==> config.mk <==
export PLATFORM = sky130hd
export DESIGN_NAME = uart_tx_buffered_flat
export DESIGN_NICKNAME = d
export VERILOG_FILES = /design/src/rtl/uart_pkg.sv /design/src/rtl/uart_tx_buffered_if.sv /design/src/rtl/uart_sync_fifo.sv /design/src/rtl/uart_tx_buffered.sv /design/src/flat_wrapper.sv
export SDC_FILE = /design/constraint.sdc
export NUM_CORES = 1
export LEC_CHECK = 0
export ABC_AREA = 1
export CORE_ASPECT_RATIO = 0.7
export CORE_MARGIN = 2
export CORE_UTILIZATION = 35
export DETAILED_ROUTE_END_ITERATION = 16
export GPL_TIMING_DRIVEN = 0
export PLACE_DENSITY = 0.55
export SYNTH_ARGS = -nofsm -noshare
export SYNTH_HDL_FRONTEND = slang
export SYNTH_SLANG_ARGS = --single-unit
==> constraint.sdc <==
create_clock -name clk -period 2.3 [get_ports clk]
set_input_delay 0.46 -clock clk [delete_from_list [all_inputs] [get_ports clk]]
set_output_delay 0.46 -clock clk [all_outputs]
set_load 0.02 [all_outputs]
==> src/rtl/uart_pkg.sv <==
// rtl/uart_pkg.sv - shared FSM state codes, frame-format limits and baud divider helper
package uart_pkg;

    localparam logic [2:0] ST_IDLE   = 3'd0;
    localparam logic [2:0] ST_START  = 3'd1;
    localparam logic [2:0] ST_DATA   = 3'd2;
    localparam logic [2:0] ST_PARITY = 3'd3;
    localparam logic [2:0] ST_STOP   = 3'd4;

    localparam int DATA_BITS_MIN = 5;
    localparam int DATA_BITS_MAX = 8;
    localparam int STOP_BITS_MIN = 1;
    localparam int STOP_BITS_MAX = 2;

    function automatic int calc_baud_div(input int clk_freq, input int baud);
        return clk_freq / baud;
    endfunction

endpackage

==> src/rtl/uart_tx_buffered_if.sv <==
// rtl/uart_tx_buffered_if.sv - write/status bus between the CPU register side and the buffered UART transmitter
interface uart_tx_buffered_if #(
    parameter int FIFO_DEPTH = 16
) ();
    localparam int CW = $clog2(FIFO_DEPTH) + 1;

    logic          write_en;
    logic [7:0]    data;
    logic          uart_busy;
    logic          fifo_full;
    logic          fifo_empty;
    logic [CW-1:0] fifo_count;

    modport master (
        output write_en, data,
        input  uart_busy, fifo_full, fifo_empty, fifo_count
    );

    modport slave (
        input  write_en, data,
        output uart_busy, fifo_full, fifo_empty, fifo_count
    );
endinterface

==> src/rtl/uart_sync_fifo.sv <==
// rtl/uart_sync_fifo.sv - single-clock FIFO with occupancy count; pushes while full and pops while empty are ignored
module uart_sync_fifo #(
    parameter int WIDTH = 8,
    parameter int DEPTH = 16
) (
    input  logic                       clk,
    input  logic                       rst,
    input  logic                       push,
    input  logic [WIDTH-1:0]           wdata,
    input  logic                       pop,
    output logic [WIDTH-1:0]           rdata,
    output logic                       full,
    output logic                       empty,
    output logic [$clog2(DEPTH):0]     count
);
    localparam int AW = $clog2(DEPTH);
    localparam int CW = AW + 1;

    logic [WIDTH-1:0] mem [DEPTH];
    logic [AW-1:0]    wr_ptr;
    logic [AW-1:0]    rd_ptr;
    logic             push_ok;
    logic             pop_ok;

    assign full    = (count == CW'(DEPTH));
    assign empty   = (count == '0);
    assign push_ok = push && !full;
    assign pop_ok  = pop && !empty;
    assign rdata   = mem[rd_ptr];

    always_ff @(posedge clk or posedge rst) begin
        if (rst) begin
            wr_ptr <= '0;
            rd_ptr <= '0;
            count  <= '0;
        end else begin
            if (push_ok) wr_ptr <= wr_ptr + 1'b1;
            if (pop_ok)  rd_ptr <= rd_ptr + 1'b1;
            count <= count + CW'(push_ok) - CW'(pop_ok);
        end
    end

    always_ff @(posedge clk) begin
        if (push_ok) mem[wr_ptr] <= wdata;
    end

endmodule

==> src/rtl/uart_tx_buffered.sv <==
// rtl/uart_tx_buffered.sv - FIFO-buffered UART transmitter, back-to-back frames
// Optional parity bit enabled by defining UART_TX_PARITY_EN.
module uart_tx_buffered
    import uart_pkg::*;
#(
    parameter int CLK_FREQ   = 50_000_000,
    parameter int BAUD       = 9600,
    parameter int DATA_BITS  = 8,
    parameter int STOP_BITS  = 1,
    parameter int PARITY_ODD = 0,
    parameter int FIFO_DEPTH = 16
) (
    input  logic               clk,
    input  logic               rst,
    uart_tx_buffered_if.slave  bus,
    output logic               tx
);
    localparam int BAUD_DIV = calc_baud_div(CLK_FREQ, BAUD);
    localparam int BCW      = $clog2(BAUD_DIV);
    localparam int CW       = $clog2(FIFO_DEPTH) + 1;

    if (BAUD_DIV < 2) begin : g_bad_baud
        $error("BAUD_DIV must be at least 2");
    end
    if (DATA_BITS < DATA_BITS_MIN || DATA_BITS > DATA_BITS_MAX) begin : g_bad_data_bits
        $error("DATA_BITS out of range");
    end
    if (STOP_BITS < STOP_BITS_MIN || STOP_BITS > STOP_BITS_MAX) begin : g_bad_stop_bits
        $error("STOP_BITS out of range");
    end
    if (PARITY_ODD != 0 && PARITY_ODD != 1) begin : g_bad_parity
        $error("PARITY_ODD must be 0 or 1");
    end
    if (FIFO_DEPTH < 2 || (FIFO_DEPTH & (FIFO_DEPTH - 1)) != 0) begin : g_bad_depth
        $error("FIFO_DEPTH must be a power of two >= 2");
    end

    logic [2:0]           state;
    logic [BCW-1:0]       baud_cnt;
    logic [2:0]           bit_idx;
    logic                 stop_idx;
    logic [DATA_BITS-1:0] shreg;
    logic [DATA_BITS-1:0] fifo_rdata;
    logic                 fifo_full;
    logic                 fifo_empty;
    logic [CW-1:0]        fifo_count;
    logic [CW-1:0]        count_next;
    logic                 pop;
    logic                 push_ok;
    logic                 bit_end;
    logic                 frame_end;
    logic                 going_idle;
    logic                 busy;
`ifdef UART_TX_PARITY_EN
    logic                 parity_bit;
`endif

    uart_sync_fifo #(
        .WIDTH (DATA_BITS),
        .DEPTH (FIFO_DEPTH)
    ) u_fifo (
        .clk   (clk),
        .rst   (rst),
        .push  (bus.write_en),
        .wdata (bus.data[DATA_BITS-1:0]),
        .pop   (pop),
        .rdata (fifo_rdata),
        .full  (fifo_full),
        .empty (fifo_empty),
        .count (fifo_count)
    );

    assign bit_end    = (baud_cnt == BCW'(BAUD_DIV - 1));
    assign frame_end  = (state == ST_STOP) && bit_end && (stop_idx == 1'(STOP_BITS - 1));
    assign pop        = !fifo_empty && ((state == ST_IDLE) || frame_end);
    assign push_ok    = bus.write_en && !fifo_full;
    assign going_idle = !pop && ((state == ST_IDLE) || frame_end);
    assign count_next = fifo_count + CW'(push_ok) - CW'(pop);

    // A pop always wins: it is what chains the next start bit straight after the last stop bit.
    always_ff @(posedge clk or posedge rst) begin
        if (rst) begin
            state    <= ST_IDLE;
            baud_cnt <= '0;
            bit_idx  <= '0;
            stop_idx <= 1'b0;
            shreg    <= '1;
            busy     <= 1'b0;
`ifdef UART_TX_PARITY_EN
            parity_bit <= 1'b1;
`endif
        end else begin
            busy <= !going_idle || (count_next != '0);
            if (pop) begin
                shreg    <= fifo_rdata;
                state    <= ST_START;
                baud_cnt <= '0;
`ifdef UART_TX_PARITY_EN
                parity_bit <= (^fifo_rdata) ^ 1'(PARITY_ODD);
`endif
            end else begin
                case (state)
                    ST_IDLE: baud_cnt <= '0;
                    ST_START: begin
                        if (bit_end) begin
                            state    <= ST_DATA;
                            baud_cnt <= '0;
                            bit_idx  <= '0;
                        end else baud_cnt <= baud_cnt + 1'b1;
                    end
                    ST_DATA: begin
                        if (bit_end) begin
                            baud_cnt <= '0;
                            shreg    <= {1'b1, shreg[DATA_BITS-1:1]};
                            if (bit_idx == 3'(DATA_BITS - 1)) begin
`ifdef UART_TX_PARITY_EN
                                state <= ST_PARITY;
`else
                                state <= ST_STOP;
`endif
                                stop_idx <= 1'b0;
                            end else bit_idx <= bit_idx + 3'd1;
                        end else baud_cnt <= baud_cnt + 1'b1;
                    end
`ifdef UART_TX_PARITY_EN
                    ST_PARITY: begin
                        if (bit_end) begin
                            state    <= ST_STOP;
                            baud_cnt <= '0;
                            stop_idx <= 1'b0;
                        end else baud_cnt <= baud_cnt + 1'b1;
                    end
`endif
                    ST_STOP: begin
                        if (bit_end) begin
                            baud_cnt <= '0;
                            if (frame_end) state <= ST_IDLE;
                            else stop_idx <= stop_idx + 1'b1;
                        end else baud_cnt <= baud_cnt + 1'b1;
                    end
                    default: begin
                        state    <= ST_IDLE;
                        baud_cnt <= '0;
                    end
                endcase
            end
        end
    end

    always_comb begin
        tx = 1'b1;
        case (state)
            ST_START:  tx = 1'b0;
            ST_DATA:   tx = shreg[0];
`ifdef UART_TX_PARITY_EN
            ST_PARITY: tx = parity_bit;
`endif
            default:   tx = 1'b1;
        endcase
    end

    assign bus.uart_busy  = busy;
    assign bus.fifo_full  = fifo_full;
    assign bus.fifo_empty = fifo_empty;
    assign bus.fifo_count = fifo_count;

endmodule

==> src/flat_wrapper.sv <==
// flat-port wrapper written by rule: the top's interface ports become plain ports
module uart_tx_buffered_flat import uart_pkg::*;
#(
    parameter int CLK_FREQ   = 50_000_000,
    parameter int BAUD       = 9600,
    parameter int DATA_BITS  = 8,
    parameter int STOP_BITS  = 1,
    parameter int PARITY_ODD = 0,
    parameter int FIFO_DEPTH = 16
)
  (clk, rst, tx, bus_write_en, bus_data, bus_uart_busy, bus_fifo_full, bus_fifo_empty, bus_fifo_count);
  uart_tx_buffered_if #(.FIFO_DEPTH(FIFO_DEPTH)) bus_i ();
  input  logic clk;
  input  logic rst;
  output logic tx;
  input wire logic [$bits(bus_i.write_en)-1:0] bus_write_en;
  input wire logic [$bits(bus_i.data)-1:0] bus_data;
  output wire logic [$bits(bus_i.uart_busy)-1:0] bus_uart_busy;
  output wire logic [$bits(bus_i.fifo_full)-1:0] bus_fifo_full;
  output wire logic [$bits(bus_i.fifo_empty)-1:0] bus_fifo_empty;
  output wire logic [$bits(bus_i.fifo_count)-1:0] bus_fifo_count;
  assign bus_i.write_en = bus_write_en;
  assign bus_i.data = bus_data;
  assign bus_uart_busy = bus_i.uart_busy;
  assign bus_fifo_full = bus_i.fifo_full;
  assign bus_fifo_empty = bus_i.fifo_empty;
  assign bus_fifo_count = bus_i.fifo_count;
  uart_tx_buffered #(.CLK_FREQ(CLK_FREQ), .BAUD(BAUD), .DATA_BITS(DATA_BITS), .STOP_BITS(STOP_BITS), .PARITY_ODD(PARITY_ODD), .FIFO_DEPTH(FIFO_DEPTH)) u_core (.clk(clk), .rst(rst), .bus(bus_i), .tx(tx));
endmodule
# Word level (Yosys, flattened, before mapping)
# Memory sizes are Yosys's and may differ from the RTL's.
# Cells that the tools add are included.
[word_totals]
output_inout_bits = 9
reg_bits = 42
ram_bits = 128
elab_cells = 87
n_memories = 1
input_bits = 11
[mem_list]
columns = ["memory", "depth", "width", "rd", "rd_clocked_by_memory_dff", "wr", "line_no", "source"]
rows = [
  ["u_core.u_fifo.mem", 16, 8, 1, 0, 1, "uart_sync_fifo.sv:19", "logic [WIDTH-1:0] mem [DEPTH];"],
]
[op_classes]
eq_ne = 18
n_reduce_logical = 24
mux = 25
n_bitwise = 2
n_addsub = 8
[op_table]
columns = ["cell", "n"]
rows = [
  ["two-way mux 13 bit", 3],
  ["two-way mux 3 bit", 9],
  ["two-way mux 8 bit", 3],
  ["!= test 3 x 1 -> 1 bit (second input constant)", 5],
  ["adder 13 x 1 -> 13 bit (second input constant)", 1],
  ["== test 13 bit (second input constant)", 1],
  ["one-hot mux 3 bit (4 select lines)", 1],
  ["AND reduction 6 bit", 2],
  ["!= test 2 x 1 -> 1 bit (second input constant)", 5],
  ["subtractor 5 x 1 -> 5 bit", 2],
  ["adder 4 x 1 -> 4 bit (second input constant)", 2],
  ["nonzero test 2 bit", 4],
  ["== test 3 bit (second input constant)", 2],
  ["logical AND 1 bit", 6],
  ["two-way mux 1 bit", 6],
  ["one-hot mux 3 bit (2 select lines)", 1],
  ["adder 5 x 1 -> 5 bit", 1],
  ["== test 5 bit (second input constant)", 1],
  ["logical NOT 5 bit", 1],
  ["AND reduction 5 bit", 1],
  ["nonzero test 5 bit", 1],
  ["logical NOT 1 bit", 4],
  ["!= test 2 bit (second input constant)", 2],
  ["one-hot mux 1 bit (2 select lines)", 2],
  ["9 further kinds", 11],
]

# Longest topological paths before layout
# Gate-level depths: netlist (run 1).
[depth]
word_depth = 9
ltp_mapped = 13
ltp_nobuf = 13

# Cells and area by module
# A second synthesis (run 1) with hierarchy kept.
[unflattened]
cells_unflattened = 839
hier_area_um2 = 8107.8
[modules_own_cells]
columns = ["module", "area_per_inst_um2", "cells_each", "instances", "seq_area_each_um2"]
rows = [
  ["uart_sync_fifo", 6192.2, 601, 1, 4169.0],
  ["uart_tx_buffered", 1915.6, 238, 1, 735.7],
]

# Least setup slack after synthesis (run 1)
# OpenSTA, ideal clock, no wires.
[synth_path]
path_type = "register to register"
startpoint = "reg u_core.u_fifo.count[1]"
endpoint = "reg u_core.busy, in the netlist u_core.bus.uart_busy"
setup_slack_ns = -0.267
required_time_ns = 2.176
path_buffers = 0
synth_period_minus_slack_ns = 2.567
arrival_ns = 2.443
setup_time_ns = 0.124
stages_incl_launch_ff = 14
cell_sequence = "dfrtp_1 > nor2_1 > nand3_1 > nor2_1 > inv_1 > nand2_1 > inv_2 > ha_1 > ha_1 > xnor2_1 > nand3_1 > xor2_1 > nor3_1 > nand2_1"
[synth_between]
elab_chain_cells = 7
word_cells_on_any_way = 13
cone_classes = "add/sub (2); eq/ne (1); reduce/logical (10)"
[synth_rtl]
columns = ["element", "line_no", "source"]
rows = [
  ["from (decl)", "uart_sync_fifo.sv:14", "output logic [$clog2(DEPTH):0] count"],
  ["from (signal assigned)", "uart_sync_fifo.sv:39", "count <= count + CW'(push_ok) - CW'(pop_ok);"],
  ["== test 5 bit", "uart_sync_fifo.sv:25", "assign full = (count == CW'(DEPTH));"],
  ["via bus_fifo_full", "flat_wrapper.sv:19", "output wire logic [$bits(bus_i.fifo_full)-1:0] bus_fifo_full;"],
  ["logical NOT 1 bit", "uart_tx_buffered.sv:76", "assign push_ok = bus.write_en && !fifo_full;"],
  ["logical AND 1 bit", "uart_tx_buffered.sv:76", ""],
  ["via u_core.push_ok", "uart_tx_buffered.sv:49", "logic push_ok;"],
  ["adder 5 x 1 -> 5 bit", "uart_tx_buffered.sv:78", "assign count_next = fifo_count + CW'(push_ok) - CW'(pop);"],
  ["subtractor 5 x 1 -> 5 bit", "uart_tx_buffered.sv:78", ""],
  ["nonzero test 5 bit", "uart_tx_buffered.sv:93", "busy <= !going_idle || (count_next != '0);"],
  ["logical OR 1 bit", "uart_tx_buffered.sv:93", ""],
  ["to (signal assigned)", "uart_tx_buffered.sv:93", ""],
  ["to (decl)", "uart_tx_buffered.sv:53", "logic busy;"],
]
# The timed path passes the listed nets, and every way through them passes these cells.
# A chain may end at the register's enable or synchronous reset.

# Worst setup path after layout (run 1)
[layout_path]
startpoint = "reg u_core.u_fifo.count[0]"
endpoint = "out bus_fifo_empty"
[layout_between]
elab_chain_cells = 1
[layout_rtl]
columns = ["element", "line_no", "source"]
rows = [
  ["logical NOT 5 bit", "uart_sync_fifo.sv:26", "assign empty = (count == '0);"],
  ["to (decl)", "flat_wrapper.sv:20", "output wire logic [$bits(bus_i.fifo_empty)-1:0] bus_fifo_empty;"],
]
# Every way passes these cells.

==> summary.md, run 1 <==
| Metric | Value |
|---|---|
| Status | finished clean |
| Die area | between 20,000 and 25,000 sq um |
| CTS tree | yes |
| Longest Clk Path Bufs | 2 |
| CP required | around 1.8 ns |
| Crit path capture type | primary output |
| Most frequent cells in the layout | 209 x nand2_1, 128 x edfxtp_1, 98 x nor2_1 |
| Clock Pin Slew Worst Setup and Hold Paths | 0.07 ns |
| Fin. Hold Viols | 0 |
| First-pass GRT wire length | 29.1 mm |
| Achievable Freq | 0.457 GHz |
| Vias in the first global route | 4,698 |
| Met2 usage | a little under a quarter |
| Top cells by area, synth | edfxtp_1 51%, dfrtp_1 11%, nand2_1 10% |
| Worst Path Max Fanout | 4 |
| Slew @ Worst Pin | ~0.9 ns |
| Layout cells sized above 1 | 13.1% |
| Nets@finish | 812 |
| Flip-flop and latch count after synthesis | 170 |
| DR vias | 5,154 |
| Mapped Avg Cell Area | 10.2 sq um |
| GPL Wtd Cong | 0.820 |
| Mapped Nets | 768 |
| RSZ-0062 raised after global routing | yes |
| Per-cell routed wire length | 17.5 microns |
| RR Startpoint | u_core.u_fifo.count[0] |
| Final non-filler cell total | 1,083 |
| GRT Total Usage | ~17% |
| Clk_lat worst skew | between 0.4 and 0.5 ns |
| Die Ht | ~130 microns |
| YS warnings | 0 |
| Drt first pass iters | 5 |
| CP max stage cell | dfrtp_2 |
| Max incr delay on CP | 0.42 ns |
| Met1 Use GR | approximately 28% |
| Global Route met3 Usage | 3.96% |
| Synthesized instance count | ~750 |
| Synthesized cell area | 7600 sq um |
| 1st-iter DRT viols | 523 |
| Std cell rows | 45 |
| Busiest grt layer | met1 |
| Clock root buffer | clkbuf_16 |
| Io pins | 20 |
| Routed WL | between 15 and 20 mm |
| Fin. max-slew vios | 0 |
| Synth top area share | 50.6% |
| Commonest non-fill, non-tap cell in the layout | nand2_1 |
| Worst clock skew | ~0.0096 ns |
| Crit path DAT | 1.73 ns |
| Synth-to-Final Area Change | 15.6% |
| Final Total Pwr | between 10 and 15 mW |
| Yosys cell types | 36 |
| Seq/Total Area, Yosys | 64.5% |
| Inserted Clock Buffers | 17 |
| Initial core utilization | 35.3% |
| Crit Path Class | reg2out |
| Leakage | 3.52 nW |
| Number of hold buffers added after CTS | 0 |
| Worst VDD drop | 0.782 mV |
| Slew HR | around two fifths |
| H-tree lvl count | 4 |
| Max-cap violations | 0 |
| DPL Wire Length | 12.5 mm |
| Min cycle time layout | 2.19 ns |
| Post-Route Setup TNS | 0 ns |
| Crit path cell chain | nor2_2, nand3_2, buf_4, nor2_4, dlygate4sd2_1 |
| Placed insts | roughly 1,000 |
| Final Cycle Share | a little over nine tenths |
| Ant diodes | 0 |
| Initial antenna violation count | 0 |
| Core outline area | 21,500 sq um |
| Detail Route Antenna Nets | 0 |
| Total gr overflow | 0 |
| Die X | about 180 microns |
| Min-delay worst type | in2async |
| Largest net degree at the start of global routing | 40 |
| PD cells | 1210 nW/um^2 |
| Nature of the critical path startpoint | flop |
| Worst setup startpoint | u_core.u_fifo.count[0] |
| DRC Markers | 0 |
| Via density | 4.76 |
| Fin util | 40.9% |
| Final setup vio count | 0 |
| Clock Sinks | between 150 and 200 |
| Port bufs | 19 |
| Cell taking the most area after synthesis | edfxtp_1 |
routing by layer:
layer | wire (microns) | share of wire [%] | vias to the layer above
met2 | 7810 | 41 | 124
met5 | 0 | 0 | -
li1 | - | - | 2544
met1 | 9900 | 52 | 2473
met4 | 146 | 0.77 | 0
met3 | 1120 | 5.9 | 13
kinds of logic after synthesis:
family          count (synthesis)  synth area share (%)
compound gates                 44                  3.36
xor+xnor                       18                  2.07
fa+ha+maj                      12                  1.97
flops                         170                  64.5
buf+inv                        86                  4.85
simple gates                  415                  23.2
cell usage after synthesis:
cell type  instances
a21oi_1           12
clkbuf_1           4
o211ai_2           1
o21a_1             1
edfxtp_1         128
and3_1             1
nor3_4             1
nand4_1            3
nand2_1          210
xor2_1            15
buf_6              3
nor2_1           102
nand2_2            5
nor2_4             2
nand4_2            1
inv_2              8
buf_2             13
or3_1              1
dfstp_2            8
dfrtp_1           34
ha_1              12
nand3_1           73
inv_1             55
nand3_4            2
or2_2              1
o21ai_1            1
nor3b_1            1
nor2_2             5
a21oi_4            1
buf_1              1
o211ai_1           1
nor3_1             7
o21ai_2            3
xnor2_1            3
o21ai_0           24
buf_4              2
where the power goes:
| group | leakage (nW) | switching, mW | internal (mW) |
|---|---|---|---|
| clock | 0.250 | 1.28 | 1.39 |
| combinational | 1.60 | 2.67 | 1.22 |
| sequential | 1.67 | 0.245 | 3.81 |
| total | 3.52 | 4.19 | 6.42 |
per-stage QoR:
stage / area, sq um / hold WS [ns] / setup WS [ns]
finish: 8790 / 0.214 / 0.111
global route: 8790 / 0.231 / -0.0631
global placement: 8180 / 0.452 / -0.306
CTS: 8750 / 0.212 / 0.0353
detailed placement: 8200 / 0.450 / -0.134
floorplan: 7630 / 0.425 / 0.0103
final timing paths:
path	endpoint	slack, ns	cells past startpoint
max	bus_fifo_empty	0.11	5
max reg2reg	u_core.bus.uart_busy	0.15	13
min in group clk	u_core.baud_cnt[0]	0.45	1
min	u_core.u_fifo.wr_ptr[1]	0.21	2
max in group asynchronous	u_core.shreg[4]	1.58	3
min reg2reg	u_core.baud_cnt[0]	0.45	1
worst max-delay path: cells and delay by family (launching register included):
kind	cells	cell delay [ns]
flip-flops	1	0.42
AND/OR/NAND/NOR	3	0.36
buffers and inverters	2	0.52
layout make-up:
| cell class | instances | area (sq um) |
|---|---|---|
| tap | 282 | 353 |
| sequential | 170 | 4910 |
| clock buffer | 18 | 429 |
| clock inverter | 13 | 96.3 |
| inverter | 63 | 236 |
| fill | 2103 | 12700 |
| timing repair buffer | 25 | 248 |
| buffer | 23 | 133 |
| multi-input combinational | 489 | 2390 |
sequential cells by signal, indices dropped and copies added, names as in the netlist:
| name | cells |
|---|---|
| u_core.baud_cnt | 13 |
| u_core.bus.uart_busy | 1 |
| u_core.bit_idx | 3 |
| u_core.state | 3 |
| u_core.u_fifo.wr_ptr | 4 |
| u_core.u_fifo.mem | 128 |
| u_core.u_fifo.rd_ptr | 4 |
| u_core.stop_idx | 1 |
| u_core.shreg | 8 |
| u_core.u_fifo.count | 5 |
timing repair:
item	in CTS	in global routing
buffers inserted	4	1
pin swaps	4	3
resized for setup	3	7
setup endpoints to repair	4	35
hold endpoints to repair	0	0
(Power assumes the default switching activity.)
==> inputs of run 2 (changes only) <==
Settings changed: GPL_TIMING_DRIVEN 0 to 1.
==> run 2 against run 1 <==
Compared with the run above: critical path depth did not move; design area rose by 1.5%; setup slack lost 0.0045 ns; sequential share of layout area decreased by 0.81 points; fmax is 0.20% lower; cell count grew 0.28%; combinational power about the same; largest cell class unchanged; routed wire length is 11% lower; largest power group unchanged; via count fell by 1.8%.
==> summary.md, run 2 (synthesized netlist as in run 1, its figures left out) <==
| Metric | Value |
|---|---|
| DPL Wire Length | about 11 mm |
| Largest register FFs | 128 |
| Status | finished clean |
| Largest net degree at the start of global routing | 72 |
| Max incr delay on CP | between 0.4 and 0.5 ns |
| Fin worst setup slack | 0.107 ns |
| H-tree lvl count | 4 |
| Worst hold slack | ~0.43 ns |
| Worst clock skew | 0.0121 ns |
| Std cell rows | 45 |
| Die Ht | between 100 and 150 microns |
| Nets@finish | 816 |
| Achievable Freq | 0.456 GHz |
| Core outline area | about 22,000 sq um |
| Longest Clk Path Bufs | 2 |
| Most frequent CP cell | nor2_4 |
| Per-cell routed wire length | 15.6 microns |
| PD cells | 1190 nW/um^2 |
| Layout cells sized above 1 | between 10 and 15% |
| Slew @ Worst Pin | 0.715 ns |
| Synth-to-Final Area Change | 17.3% |
| Max-cap violations | 0 |
| Final setup vio count | 0 |
| Design area | 8920 sq um |
| Worst VDD drop | 0.742 mV |
| Inserted Clock Buffers | 17 |
| Clock root buffer | clkbuf_16 |
| Min cycle time layout | 2.19 ns |
| Clock Pin Slew Worst Setup and Hold Paths | 0.07 ns |
| Largest Register | u_core.u_fifo.mem |
| Initial core utilization | 35.3% |
| Initial antenna violation count | 0 |
| Crit Path Class | reg2out |
| Drt first pass iters | 5 |
| Area post-placement | roughly 8300 sq um |
| Final Cycle Share | a little over nine tenths |
| Clock Sinks | 170 |
| Vias in the first global route | 4,870 |
| Crit path cell chain | nor2_4, nand3_4, buf_4, nor2_4, clkdlybuf4s15_1 |
| Port bufs | 19 |
| Leakage | 3.58 nW |
| Commonest non-fill, non-tap cell in the layout | nand2_1 |
| Crit path capture type | primary output |
| Routed WL | 16.9 mm |
| Crit path DAT | 1.73 ns |
| GPL Wtd Cong | about 0.75 |
| Clk_lat worst skew | 0.44 ns |
| DRC Markers | 0 |
| Number of hold buffers added after CTS | 0 |
| CP max stage cell | dfrtp_2 |
| Min-delay worst type | in2async |
| Register-to-Register Path Depth | 13 |
| First-pass GRT wire length | ~27 mm |
| Worst Path Max Fanout | 4 |
| Die area | between 20,000 and 25,000 sq um |
| Largest regs | u_core.u_fifo.mem x128, u_core.baud_cnt x13, u_core.shreg x8 |
| Place WS | 0.0788 ns |
| GRT Total Usage | approximately 16% |
| Slew HR | 52.2% |
| Total gr overflow | 0 |
| R2R setup slack | 0.13 ns |
| Ant diodes | 0 |
| Io pins | 20 |
| Nature of the critical path startpoint | flop |
| Via density | 4.66 |
| Fillers | 2,078 |
| Fin. Hold Viols | 0 |
| DR vias | 5,063 |
| CP required | 1.84 ns |
| Detail Route Antenna Nets | 0 |
| 1st-iter DRT viols | 509 |
| Die X | 180 microns |
| Most frequent cells in the layout | 209 x nand2_1, 128 x edfxtp_1, 100 x nor2_1 |
| Fin. max-slew vios | 0 |
| CTS tree | yes |
[run 2: layout make-up]
type | count | area, sq um | share of cell area, %
timing repair buffer | 52 | 485 | 5.44
sequential | 170 | 4910 | 55.0
inverter | 63 | 236 | 2.65
multi-input combinational | 489 | 2410 | 27.0
clock inverter | 10 | 92.6 | 1.04
clock buffer | 20 | 437 | 4.89
tap | 282 | 353 | 3.96
[run 2: metrics by stage]
step / total power [mW] / std cells / utilization (%) / setup TNS, ns
global route: 11.3 / 1086 / 41.5 / -0.0192
CTS: 10.5 / 1083 / 41.1 / 0
finish: 10.6 / 1086 / 41.5 / 0
floorplan: 6.60 / 745 / - / 0
global placement: 7.81 / 1053 / 38.7 / 0
detailed placement: 7.84 / 1053 / 38.7 / 0
[run 2: power breakdown]
part | total, mW | internal [mW] | switching, mW
registers | 4.06 | 3.81 | 0.253
logic | 3.85 | 1.31 | 2.54
clock network | 2.68 | 1.48 | 1.20
total | 10.6 | 6.60 | 3.99
[run 2: timing repair]
action,in CTS,in global routing
setup buffers,0,3
endpoints found under the setup margin,3,2
pin swaps,0,4
resized for setup,3,10
[run 2: worst max-delay path: cells and delay by family, from the launching register on]
kind / cells / cell delay (ns)
buffers and inverters: 2 / 0.48
flip-flops: 1 / 0.43
AND/OR/NAND/NOR: 3 / 0.39
[run 2: worst paths after layout]
| path | from | endpoint |
|---|---|---|
| worst max register to register | u_core.u_fifo.count[1] | u_core.bus.uart_busy |
| worst max-delay path | u_core.u_fifo.count[1] | bus_fifo_empty |
| worst min register to register | u_core.baud_cnt[0] | u_core.baud_cnt[0] |
| worst min-delay path | rst | u_core.u_fifo.wr_ptr[1] |
| max in group asynchronous | rst | u_core.baud_cnt[9] |
| min in group clk | u_core.baud_cnt[0] | u_core.baud_cnt[0] |
[run 2: routing by layer]
metal	vias up	global-route usage [%]	routed length, microns
met3	15	3.28	679
met1	2404	22.6	8500
met2	88	23.5	7520
met5	-	0	0
met4	0	4.93	203
li1	2556	-	-
